==> src/rtl/osd_overlay.sv <==
// Text overlay for the PPU colour stream: a COLS x ROWS character window drawn
// from a 64-entry buffer and an external registered font ROM, with 3-cycle latency.
module osd_overlay #(
    parameter int OSD_X1 = 96,
    parameter int OSD_Y1 = 80,
    parameter int COLS   = 16,
    parameter int ROWS   = 4
) (
    input  logic        CLK_i,
    input  logic        NRST_i,
    input  logic        PIXEL_EN_i,
    input  logic        HBLANK_i,
    input  logic        VBLANK_i,
    input  logic        OSD_EN_i,
    input  logic [14:0] RGB_i,
    input  logic [3:0]  BRIGHTNESS_i,
    input  logic        CHAR_WE_i,
    input  logic [5:0]  CHAR_WADDR_i,
    input  logic [6:0]  CHAR_WDATA_i,
    output logic [10:0] FONT_ADDR_o,
    input  logic [7:0]  FONT_DATA_i,
    output logic [8:0]  RDIG_o,
    output logic [8:0]  GDIG_o,
    output logic [8:0]  BDIG_o
);

    localparam logic [8:0] X_LO = 9'(OSD_X1);
    localparam logic [8:0] X_HI = 9'(OSD_X1 + COLS * 8);
    localparam logic [8:0] Y_LO = 9'(OSD_Y1);
    localparam logic [8:0] Y_HI = 9'(OSD_Y1 + ROWS * 12);
    localparam logic [8:0] FULL = 9'd465;

    function automatic logic [8:0] scale(input logic [4:0] c, input logic [3:0] k);
        return 9'(c) * 9'(k);
    endfunction

    // Raster position and glyph tracking
    logic [8:0]  h_cnt_q, h_cnt_d, v_cnt_q, v_cnt_d;
    logic [3:0]  glyph_q, glyph_d;
    logic [1:0]  row_q, row_d;
    logic        hb_q, hb_rise_q, vb_q, osd_en_q;
    logic        v_inc;

    // Character buffer
    logic [6:0]  char_q [64];

    // Pipeline
    logic [8:0]  rel_h;
    logic        in_win;
    logic [5:0]  rd_addr;
    logic [10:0] font_addr_q;
    logic [14:0] rgb_q1, rgb_q2;
    logic        blank_q1, blank_q2, win_q1, win_q2;
    logic [2:0]  bit_q1, bit_q2;
    logic        font_bit;
    logic [8:0]  r_d, g_d, b_d, r_q, g_q, b_q;

    // NOTE: every always_comb output gets a default first so no path can infer a latch.
    always_comb begin : counters_next
        h_cnt_d = h_cnt_q;
        v_cnt_d = v_cnt_q;
        glyph_d = glyph_q;
        row_d   = row_q;
        v_inc   = hb_rise_q && !VBLANK_i && (v_cnt_q != 9'h1FF);

        if (HBLANK_i)
            h_cnt_d = '0;
        else if (PIXEL_EN_i && (h_cnt_q != 9'h1FF))
            h_cnt_d = h_cnt_q + 9'd1;

        if (VBLANK_i)
            v_cnt_d = '0;
        else if (v_inc)
            v_cnt_d = v_cnt_q + 9'd1;

        // Glyph line steps with each line inside the window; 12 lines per text row.
        if (v_cnt_q < Y_LO) begin
            glyph_d = '0;
            row_d   = '0;
        end else if (v_inc && (v_cnt_q < Y_HI)) begin
            if (glyph_q == 4'd11) begin
                glyph_d = '0;
                row_d   = row_q + 2'd1;
            end else begin
                glyph_d = glyph_q + 4'd1;
            end
        end
    end

    assign rel_h   = h_cnt_q - X_LO;
    assign in_win  = osd_en_q && (h_cnt_q >= X_LO) && (h_cnt_q < X_HI)
                              && (v_cnt_q >= Y_LO) && (v_cnt_q < Y_HI);
    assign rd_addr = 6'(int'(row_q) * COLS + int'(rel_h[8:3]));

    always_ff @(posedge CLK_i or negedge NRST_i) begin
        if (!NRST_i) begin
            h_cnt_q     <= '0;
            v_cnt_q     <= '0;
            glyph_q     <= '0;
            row_q       <= '0;
            hb_q        <= 1'b0;
            hb_rise_q   <= 1'b0;
            vb_q        <= 1'b0;
            osd_en_q    <= 1'b0;
            font_addr_q <= '0;
            rgb_q1      <= '0;
            rgb_q2      <= '0;
            blank_q1    <= 1'b0;
            blank_q2    <= 1'b0;
            win_q1      <= 1'b0;
            win_q2      <= 1'b0;
            bit_q1      <= '0;
            bit_q2      <= '0;
            r_q         <= '0;
            g_q         <= '0;
            b_q         <= '0;
        end else begin
            h_cnt_q   <= h_cnt_d;
            v_cnt_q   <= v_cnt_d;
            glyph_q   <= glyph_d;
            row_q     <= row_d;
            hb_q      <= HBLANK_i;
            hb_rise_q <= HBLANK_i && !hb_q;
            vb_q      <= VBLANK_i;
            if (VBLANK_i && !vb_q)
                osd_en_q <= OSD_EN_i;

            // NOTE: the buffer is read before this edge's write lands, so a same-cycle write returns the old code.
            font_addr_q <= {char_q[rd_addr], glyph_q};
            rgb_q1      <= RGB_i;
            blank_q1    <= HBLANK_i || VBLANK_i;
            win_q1      <= in_win;
            bit_q1      <= rel_h[2:0];

            rgb_q2      <= rgb_q1;
            blank_q2    <= blank_q1;
            win_q2      <= win_q1;
            bit_q2      <= bit_q1;

            r_q <= r_d;
            g_q <= g_d;
            b_q <= b_d;
        end
    end

    // NOTE: the buffer is a register file, so reset can load the space code into every entry.
    always_ff @(posedge CLK_i or negedge NRST_i) begin
        if (!NRST_i) begin
            for (int i = 0; i < 64; i++)
                char_q[i] <= 7'h20;
        end else if (CHAR_WE_i) begin
            char_q[CHAR_WADDR_i] <= CHAR_WDATA_i;
        end
    end

    // Font bit 7 is the leftmost pixel of the cell.
    always_comb begin : mix
        font_bit = FONT_DATA_i[~bit_q2];
        r_d = scale(rgb_q2[4:0],   BRIGHTNESS_i);
        g_d = scale(rgb_q2[9:5],   BRIGHTNESS_i);
        b_d = scale(rgb_q2[14:10], BRIGHTNESS_i);
        if (blank_q2) begin
            r_d = '0;
            g_d = '0;
            b_d = '0;
        end else if (win_q2 && font_bit) begin
            r_d = FULL;
            g_d = FULL;
            b_d = FULL;
        end else if (win_q2) begin
            r_d = scale(rgb_q2[4:0]   >> 1, BRIGHTNESS_i);
            g_d = scale(rgb_q2[9:5]   >> 1, BRIGHTNESS_i);
            b_d = scale(rgb_q2[14:10] >> 1, BRIGHTNESS_i);
        end
    end

    assign FONT_ADDR_o = font_addr_q;
    assign RDIG_o      = r_q;
    assign GDIG_o      = g_q;
    assign BDIG_o      = b_q;

endmodule

==> config.mk <==
export PLATFORM = sky130hd
export DESIGN_NAME = osd_overlay
export DESIGN_NICKNAME = d
export VERILOG_FILES = /design/src/rtl/osd_overlay.sv
export SDC_FILE = /design/constraint.sdc
export NUM_CORES = 1
export LEC_CHECK = 0
export CAP_MARGIN = 15
export CELL_PAD_IN_SITES_DETAIL_PLACEMENT = 1
export CELL_PAD_IN_SITES_GLOBAL_PLACEMENT = 1
export CORE_MARGIN = 2
export CORE_UTILIZATION = 49
export CTS_BUF_LIST = sky130_fd_sc_hd__clkbuf_2
export CTS_CLUSTER_DIAMETER = 120
export DETAILED_ROUTE_END_ITERATION = 7
export PLACE_DENSITY_LB_ADDON = 0.15
export SYNTH_ARGS = -nofsm -noshare
export SYNTH_HDL_FRONTEND = slang
export SYNTH_SLANG_ARGS = --single-unit
==> constraint.sdc <==
create_clock -name CLK_i -period 3.1 [get_ports CLK_i]
set_clock_uncertainty 0.1 [all_clocks]
set_input_delay 0.775 -clock CLK_i [delete_from_list [all_inputs] [get_ports CLK_i]]
set_output_delay 0.775 -clock CLK_i [all_outputs]
set_load 0.01 [all_outputs]
==> metrics, run 1 <==
CTS tree=done; Synth Register Bits=554; crit-path cells=buf_6 > nand2_2 > fa_1 > inv_2 > fa_1 > ha_4 > a21o_1 > a21oi_2 > o21bai_1 > a21oi_1 > mux2i_1 > nand2_1; mapped cell area=0.02690 mm²; nature of the critical path endpoint=register; non-filler cells, final=3,059; combinational share of power=15.4%; Flop pwr share=51.9%; setup violators final=0; final period utilization=98.72%; core area=0.05403 mm²; worst r2r dst=BDIG_o[8]$_DFF_PN0_; Post-synth EDFFs=0; # rows=85; CP Launch Type=register; kind of critical path=reg -> reg; CP max stage cell=fa_1; commonest non-fill, non-tap cell in the layout=dfrtp_1; worst-skew pair later-pin latency=between 1 and 1.5 ns; # port buffers=84; Starting DRT DRC Count=797; vias in the first global route=19,710; via count=between 15,000 and 20,000; Top delay family on crit path=adder cells; CP Max Fanout=4; Syn Nets=2,042; drt pass-1 iters=5; # H-tree levels=4; Clock transition at path regs=0.11 ns; Die X=238.3 µm; RSZ-0062 raised after global routing=true; global-route wire length before repair=114,000 µm; Syn Inst Count=1,905; TNS Setup=0 ns; R2R Path Start=rgb_q2[11]$_DFF_PN0_; VDD IR max=456.6 µV; DRC Markers=0; CTS sink count=554; Worst Tran Pin Value=slightly above 0.9 ns; Final ANT Viol Nets=0; die area=about 0.057 mm²; most frequent cells in the layout=484 x dfrtp_1, 443 x mux2_2, 239 x clkbuf_2; Fin. Hold Viols=0; antenna violations before repair=2; Post-synth ARST share=100.0%; Die Height=238.3 µm; Overall Global Routing Usage=about a quarter; Routed WL per cell=23.28 µm; post-synthesis sequential area ratio=51.83%; internal power=11.70 mW; Worst path max stage delay=0.58 ns; Register-to-Register Setup Slack=approximately 0.04 ns; Pwr Density=522.7 mW/mm²; Placed Instances=about 2,700; arrival time at the worst endpoint=4.16 ns; Hold Path Class=in -> async; dpl ws=-0.9969 ns; FMAX=326.8 MHz; Switch Pwr=4.806 mW; Initial Util=49.79%; number of buffers and inverters on the critical path=2; most frequent CP cell=fa_1; synthesized area per cell=14.12 µm²; post-DP HPWL=48,260 µm; fill count=5,302; Reg2Reg Depth=12; Slew HR=39.48%; Nets=2,370; main flop type after synthesis=dfrtp_1; WHS=0.1382 ns; number of max-cap violations=0; Synth cell types=58; CP required=4.20 ns; Longest Clk Path Bufs=3; total CTS buffers=150; largest net degree at the start of global routing=between 60 and 70; CTS Root Buffer Type=clkbuf_2; leakage power=14.81 nW; global route overflow=0; share of layout cells above drive strength 1=a little under half; final setup margin=between 0.03 and 0.04 ns; Area Overhead vs Synth=17.37%; status=finished, final reports clean; Slew Limit Fails=0; num ports=85; Clock Power Share=32.6%; Period minus WS final=3.060 ns; Routed WL=71,210 µm; Final Wtd Congestion=0.8127; Vias/cell=5.667; warnings from Yosys=0; Sw Share=29.12%
[metal layers]
layer | GRT usage (%) | vias up | share of wire [%]
met4 | 11.55 | 0 | 3.7
met3 | 5.322 | 157 | 3.6
met2 | 42.34 | 360 | 48
met1 | 34.93 | 9123 | 44
met5 | 0 | - | 0
li1 | - | 7695 | -
[power groups by stage]
stage | Clock, mW | Sequential, mW | Combinational [mW]
floorplan | 0 | 8.56 | 1.60
global placement | 0 | 8.64 | 2.41
detailed placement | 0 | 8.71 | 2.53
CTS | 5.59 | 8.57 | 2.55
global route | 6.00 | 8.69 | 2.79
finish | 5.39 | 8.57 | 2.55
[synthesized netlist by cell type, types with 5 or more instances]
library cell | number | area, µm²
a211oi_1 | 14 | 105.1
a21o_1 | 13 | 97.59
a21oi_1 | 57 | 285.3
a221oi_1 | 20 | 175.2
a22oi_1 | 17 | 127.6
and2_1 | 56 | 350.3
buf_1 | 10 | 37.54
buf_2 | 17 | 85.08
buf_6 | 7 | 78.83
clkbuf_1 | 80 | 300.3
dfrtp_1 | 490 | 12260
dfstp_2 | 64 | 1682
fa_1 | 21 | 420.4
ha_1 | 69 | 863.3
inv_1 | 33 | 123.9
mux2_1 | 6 | 67.56
mux2_2 | 443 | 4989
mux2i_1 | 50 | 500.5
mux4_1 | 31 | 814.5
mux4_2 | 65 | 1464
nand2_1 | 67 | 251.5
nand3_1 | 9 | 45.04
nand4_1 | 5 | 31.28
nor2_1 | 56 | 210.2
nor2_2 | 37 | 231.5
nor2b_1 | 9 | 56.30
nor3_1 | 12 | 60.06
o21ai_0 | 18 | 90.09
o21bai_1 | 10 | 75.07
o221ai_1 | 6 | 52.55
o22ai_1 | 22 | 137.6
or3_1 | 6 | 37.54
xnor2_1 | 20 | 175.2
xor2_1 | 21 | 183.9
[worst max-delay path by stage]
stage	endpoint	slack (ns)	depth (start not counted)	from
after global routing	BDIG_o[8]$_DFF_PN0_	-0.13	12	rgb_q2[11]$_DFF_PN0_
after global placement	RDIG_o[8]$_DFF_PN0_	-0.96	13	BRIGHTNESS_i[2]
after floorplan	BDIG_o[7]$_DFF_PN0_	-0.27	13	BRIGHTNESS_i[3]
after detailed placement	GDIG_o[7]$_DFF_PN0_	-1.0	13	BRIGHTNESS_i[2]
final	BDIG_o[8]$_DFF_PN0_	0.04	12	rgb_q2[11]$_DFF_PN0_
after CTS	GDIG_o[7]$_DFF_PN0_	0.0003	12	rgb_q2[6]$_DFF_PN0_
[stage by stage]
stage	utilization [%]	instance area [µm²]	power [mW]
floorplan	-	27010	10.16
global placement	55.16	29800	11.04
detailed placement	55.16	29800	11.24
CTS	58.24	31470	16.71
global route	58.43	31570	17.47
finish	58.44	31570	16.50
[timing repair]
| action | in CTS | in global routing |
|---|---|---|
| setup endpoints to repair | 41 | 11 |
| pin swaps | 10 | 26 |
| setup buffers | 2 | 1 |
| gates resized for setup | 40 | 23 |
| hold buffers | 26 | 0 |
| hold endpoints to repair | 789 | 0 |
[logic make-up after synthesis]
group | after synthesis | synth area share, %
mux | 595 | 29.13
flops | 554 | 51.83
simple gates | 278 | 5.382
compound gates | 189 | 4.619
buf+inv | 156 | 2.744
fa+ha+maj | 90 | 4.772
xor+xnor | 43 | 1.521
[worst reg2reg max path, stage by stage, from the launching register on]
cell and delay, ns:
dfrtp_1 0.39, buf_6 0.12, nand2_2 0.05, fa_1 0.49, inv_2 0.05, fa_1 0.58, ha_4 0.22, a21o_1 0.19
a21oi_2 0.16, o21bai_1 0.09, a21oi_1 0.22, mux2i_1 0.21, nand2_1 0.07
[registers in the layout, indices dropped and copies added (netlist names)]
name	flops
BDIG_o	9
FONT_ADDR_o	11
GDIG_o	9
RDIG_o	9
bit_q1	3
bit_q2	3
blank_q1	1
blank_q2	1
char_q	448
glyph_q	4
h_cnt_q	9
hb_q	1
hb_rise_q	1
osd_en_q	1
rgb_q1	15
rgb_q2	15
row_q	2
v_cnt_q	9
vb_q	1
win_q1	1
win_q2	1
[area by class of cell]
cell class | instances | area (µm²) | area share [%]
repair buffers | 299 | 2821 | 8.936
clock buffers | 239 | 1196 | 3.789
multi-input cells | 1195 | 12370 | 39.19
inverters | 33 | 123.9 | 0.3923
diodes | 5 | 12.51 | 0.03963
well taps | 696 | 870.8 | 2.758
flip-flops and latches | 554 | 13960 | 44.20
clock inverters | 38 | 220.2 | 0.6975
(Power assumes the default switching activity.)
==> inputs of run 2 (changes only) <==
Settings changed: SLEW_MARGIN set to 20.
==> results of run 2 <==
No change in the layout: final DEF, timing and power equal those of run 1.
==> inputs of run 3 (changes only) <==
Settings changed: CORE_UTILIZATION 49 to 50, DONT_BUFFER_PORTS set to 1, GPL_TIMING_DRIVEN set to 0.
==> run 3 against run 2 <==
Against the previous run:
- the flow now finishes with violations (negative hold slack, negative setup slack)
- clock-buffer cell count grew 3
- first-iteration DRC count grew 35%
- via count grew 0.71%
- hold slack lost 1.1 ns
- clock power grew 0.7%
- worst setup slack lost 0.14 ns
- final cell count shrank 3.6%
- register-to-register slack lost 0.12 ns
- final area shrank 4.4%
- maximum frequency shrank 4.4%
- utilization shrank 2.0 points
- non-clock buffer count shrank 103
- critical endpoint is now BDIG_o[7]$_DFF_PN0_
- largest cell class unchanged
==> metrics, run 3 (synthesized netlist as in run 1, its figures left out) <==
via count=17,460 (+0.71%); # rows=85 (unchanged); Pwr Density=539.7 mW/mm² (+3.3%); CP Max Fanout=10 (+6); final instance area=0.03019 mm² (-4.4%); final period utilization=103.2% (+4.5 points); num ports=85 (unchanged); Fin. Hold Viols=554 (+554); most frequent cells in the layout=488 x dfrtp_1, 443 x mux2_2, 253 x clkbuf_2; CP Launch Type=primary input; RSZ-0062 raised after global routing=true; combinational share of power=13.7% (-1.7 points); nature of the critical path endpoint=register; die area=0.05567 mm² (-2.0%); worst-skew pair later-pin latency=1.34 ns (-0.02 ns); global route overflow=0 (unchanged); crit-path cells=dlygate4sd3_1 > clkbuf_4 > nand2_1 > fa_1 > inv_2 > fa_1 > ha_1 > a21o_1 > a21oi_2 > o21bai_1 > a21oi_1 > xor2_1 > a221oi_2; Nets=2,265 (-4.4%); Slew Limit Fails=0 (unchanged); post-DP HPWL=53,590 µm (+11%); kind of critical path=in -> reg; Die Height=235.9 µm (-0.99%); # port buffers=0 (-100%); Vias/cell=5.918 (+4.4%); Worst Tran Pin Value=1.227 ns (+0.3213 ns); antenna violations before repair=6 (+4); Clock transition at path regs=0.11 ns (about the same); Largest register FFs=448 (unchanged); Hold Path Class=in -> async; Final ANT Viol Nets=0 (unchanged); Final Wtd Congestion=0.9103 (+12%); internal power=11.68 mW (-0.16%); # H-tree levels=4 (unchanged); Routed WL per cell=26.84 µm (+15%); commonest non-fill, non-tap cell in the layout=dfrtp_1; CP required=4.20 ns (about the same); Worst path max stage delay=0.72 ns (+0.14 ns); CTS Root Buffer Type=clkbuf_2; largest net degree at the start of global routing=555 (+750%); arrival time at the worst endpoint=4.30 ns (+0.14 ns); biggest regs=char_q x448, rgb_q1 x15, rgb_q2 x15; setup violators final=5 (+5); Routed WL=79,180 µm (+11%); final setup margin=-0.1003 ns (-0.1401 ns); Power Total=16.30 mW (-1.2%); status=complete, but fails checks; Slew HR=18.18% (-21 points); vias in the first global route=19,100 (-3.1%); drt pass-1 iters=5 (unchanged); Area Overhead vs Synth=12.25%; total CTS buffers=148 (-1.3%); Overall Global Routing Usage=29.29% (+2.9 points); Sw Share=28.34% (-0.78 points); Starting DRT DRC Count=1,073 (+35%); global-route wire length before repair=120,200 µm (+5.4%); number of max-cap violations=0 (unchanged); failing checks=negative hold slack, negative setup slack; Period minus WS final=3.200 ns (+0.1401 ns); FMAX=312.5 MHz (-4.4%); Core Util, Final=56.44% (-2.0 points); core area=0.05350 mm² (-0.98%); Die X=235.9 µm (-0.99%); CTS sink count=554 (unchanged); WHS=-0.9261 ns (-1.064 ns); Switch Pwr=4.619 mW (-3.9%); Flop pwr share=53.0% (+1.1 points); VDD IR max=335.2 µV (-27%); CTS tree=done; most frequent CP cell=fa_1; dpl cell area=0.02788 mm² (-6.4%); TNS Setup=-0.3189 ns (-0.3189 ns); Longest Clk Path Bufs=3 (unchanged); Initial Util=50.28% (+0.49 points); DRC Markers=0 (unchanged); leakage power=13.92 nW (-6.0%); Register-to-Register Setup Slack=-0.08 ns (-0.12 ns); CP max stage cell=dlygate4sd3_1; Reg with most FFs=char_q; cts hold-fix bufs=52 (+100%); share of layout cells above drive strength 1=44.31% (-3.1 points); Clock Power Share=33.3% (+0.7 points)
## run 3: changes by cell type in the layout (fill, tap and decap cells not counted), moves of 5 or more
| cell | delta |
|---|---|
| buf_4 | -138 |
| clkbuf_1 | +66 |
| clkdlybuf4s50_1 | -38 |
| dlygate4sd2_1 | -38 |
| dlygate4sd3_1 | +27 |
| buf_12 | -25 |
| clkbuf_2 | +14 |
| buf_1 | +10 |
| buf_2 | +10 |
| buf_6 | +8 |
| clkinvlp_4 | -6 |
| clkinv_1 | -5 |
## run 3: routing by layer
metal,share of wire [%],GRT usage [%]
met1,41,37.17
met2,49,47.81
met3,7.1,7.923
met4,3.4,11.81
met5,0.049,0
## run 3: stage by stage
step,setup slack (ns),instances
2_1_floorplan,-0.2662,1905
3_3_place_gp,-0.7604,2601
3_5_place_dp,-0.8195,2601
4_1_cts,-0.05287,2936
5_1_grt,-0.1573,2949
6_report,-0.1003,2950
## run 3: critical path, delay by kind of cell
kind                     cells  cell delay, ns
AO/OA/AOI/OAI                5            0.94
buffers and inverters        3            1.06
AND/OR/NAND/NOR              1            0.10
XOR/XNOR                     1            0.11
adder cells (fa/ha/maj)      3            1.32
## run 3: cell type report
cell class / instances / area, µm²
sequential: 554 / 13950
multi-input combinational: 1195 / 12460
fill: 5301 / 23300
clock buffer: 242 / 1211
buffer: 122 / 658.1
clock inverter: 28 / 191.4
antenna: 6 / 15.01
timing repair buffer: 74 / 713.2
tap: 696 / 870.8
inverter: 33 / 123.9
## run 3: what timing repair did
item / 4_1_cts / 5_1_grt
hold endpoints to repair: 678 / 554
resized for setup: 30 / 22
setup buffers: 14 / 8
pin swaps: 22 / 25
setup endpoints to repair: 14 / 15
## run 3: power groups by stage
stage / Clock, mW / Combinational [mW] / Sequential, mW
CTS: 5.59 / 2.19 / 8.62
floorplan: 0 / 1.60 / 8.56
detailed placement: 0 / 2.07 / 8.76
global placement: 0 / 1.98 / 8.69
global route: 5.99 / 2.43 / 8.74
finish: 5.43 / 2.24 / 8.63
## run 3: worst paths after layout
| check | from | end | depth (start not counted) |
|---|---|---|---|
| min in group CLK_i | BRIGHTNESS_i[2] | BDIG_o[5]$_DFF_PN0_ | 6 |
| max | BRIGHTNESS_i[1] | BDIG_o[7]$_DFF_PN0_ | 13 |
| min reg2reg | bit_q1[1]$_DFF_PN0_ | bit_q2[1]$_DFF_PN0_ | 0 |
| max in group asynchronous | NRST_i | char_q[381]$_DFFE_PN0P_ | 0 |
| min | NRST_i | GDIG_o[3]$_DFF_PN0_ | 0 |
| max reg2reg | rgb_q2[6]$_DFF_PN0_ | GDIG_o[8]$_DFF_PN0_ | 11 |
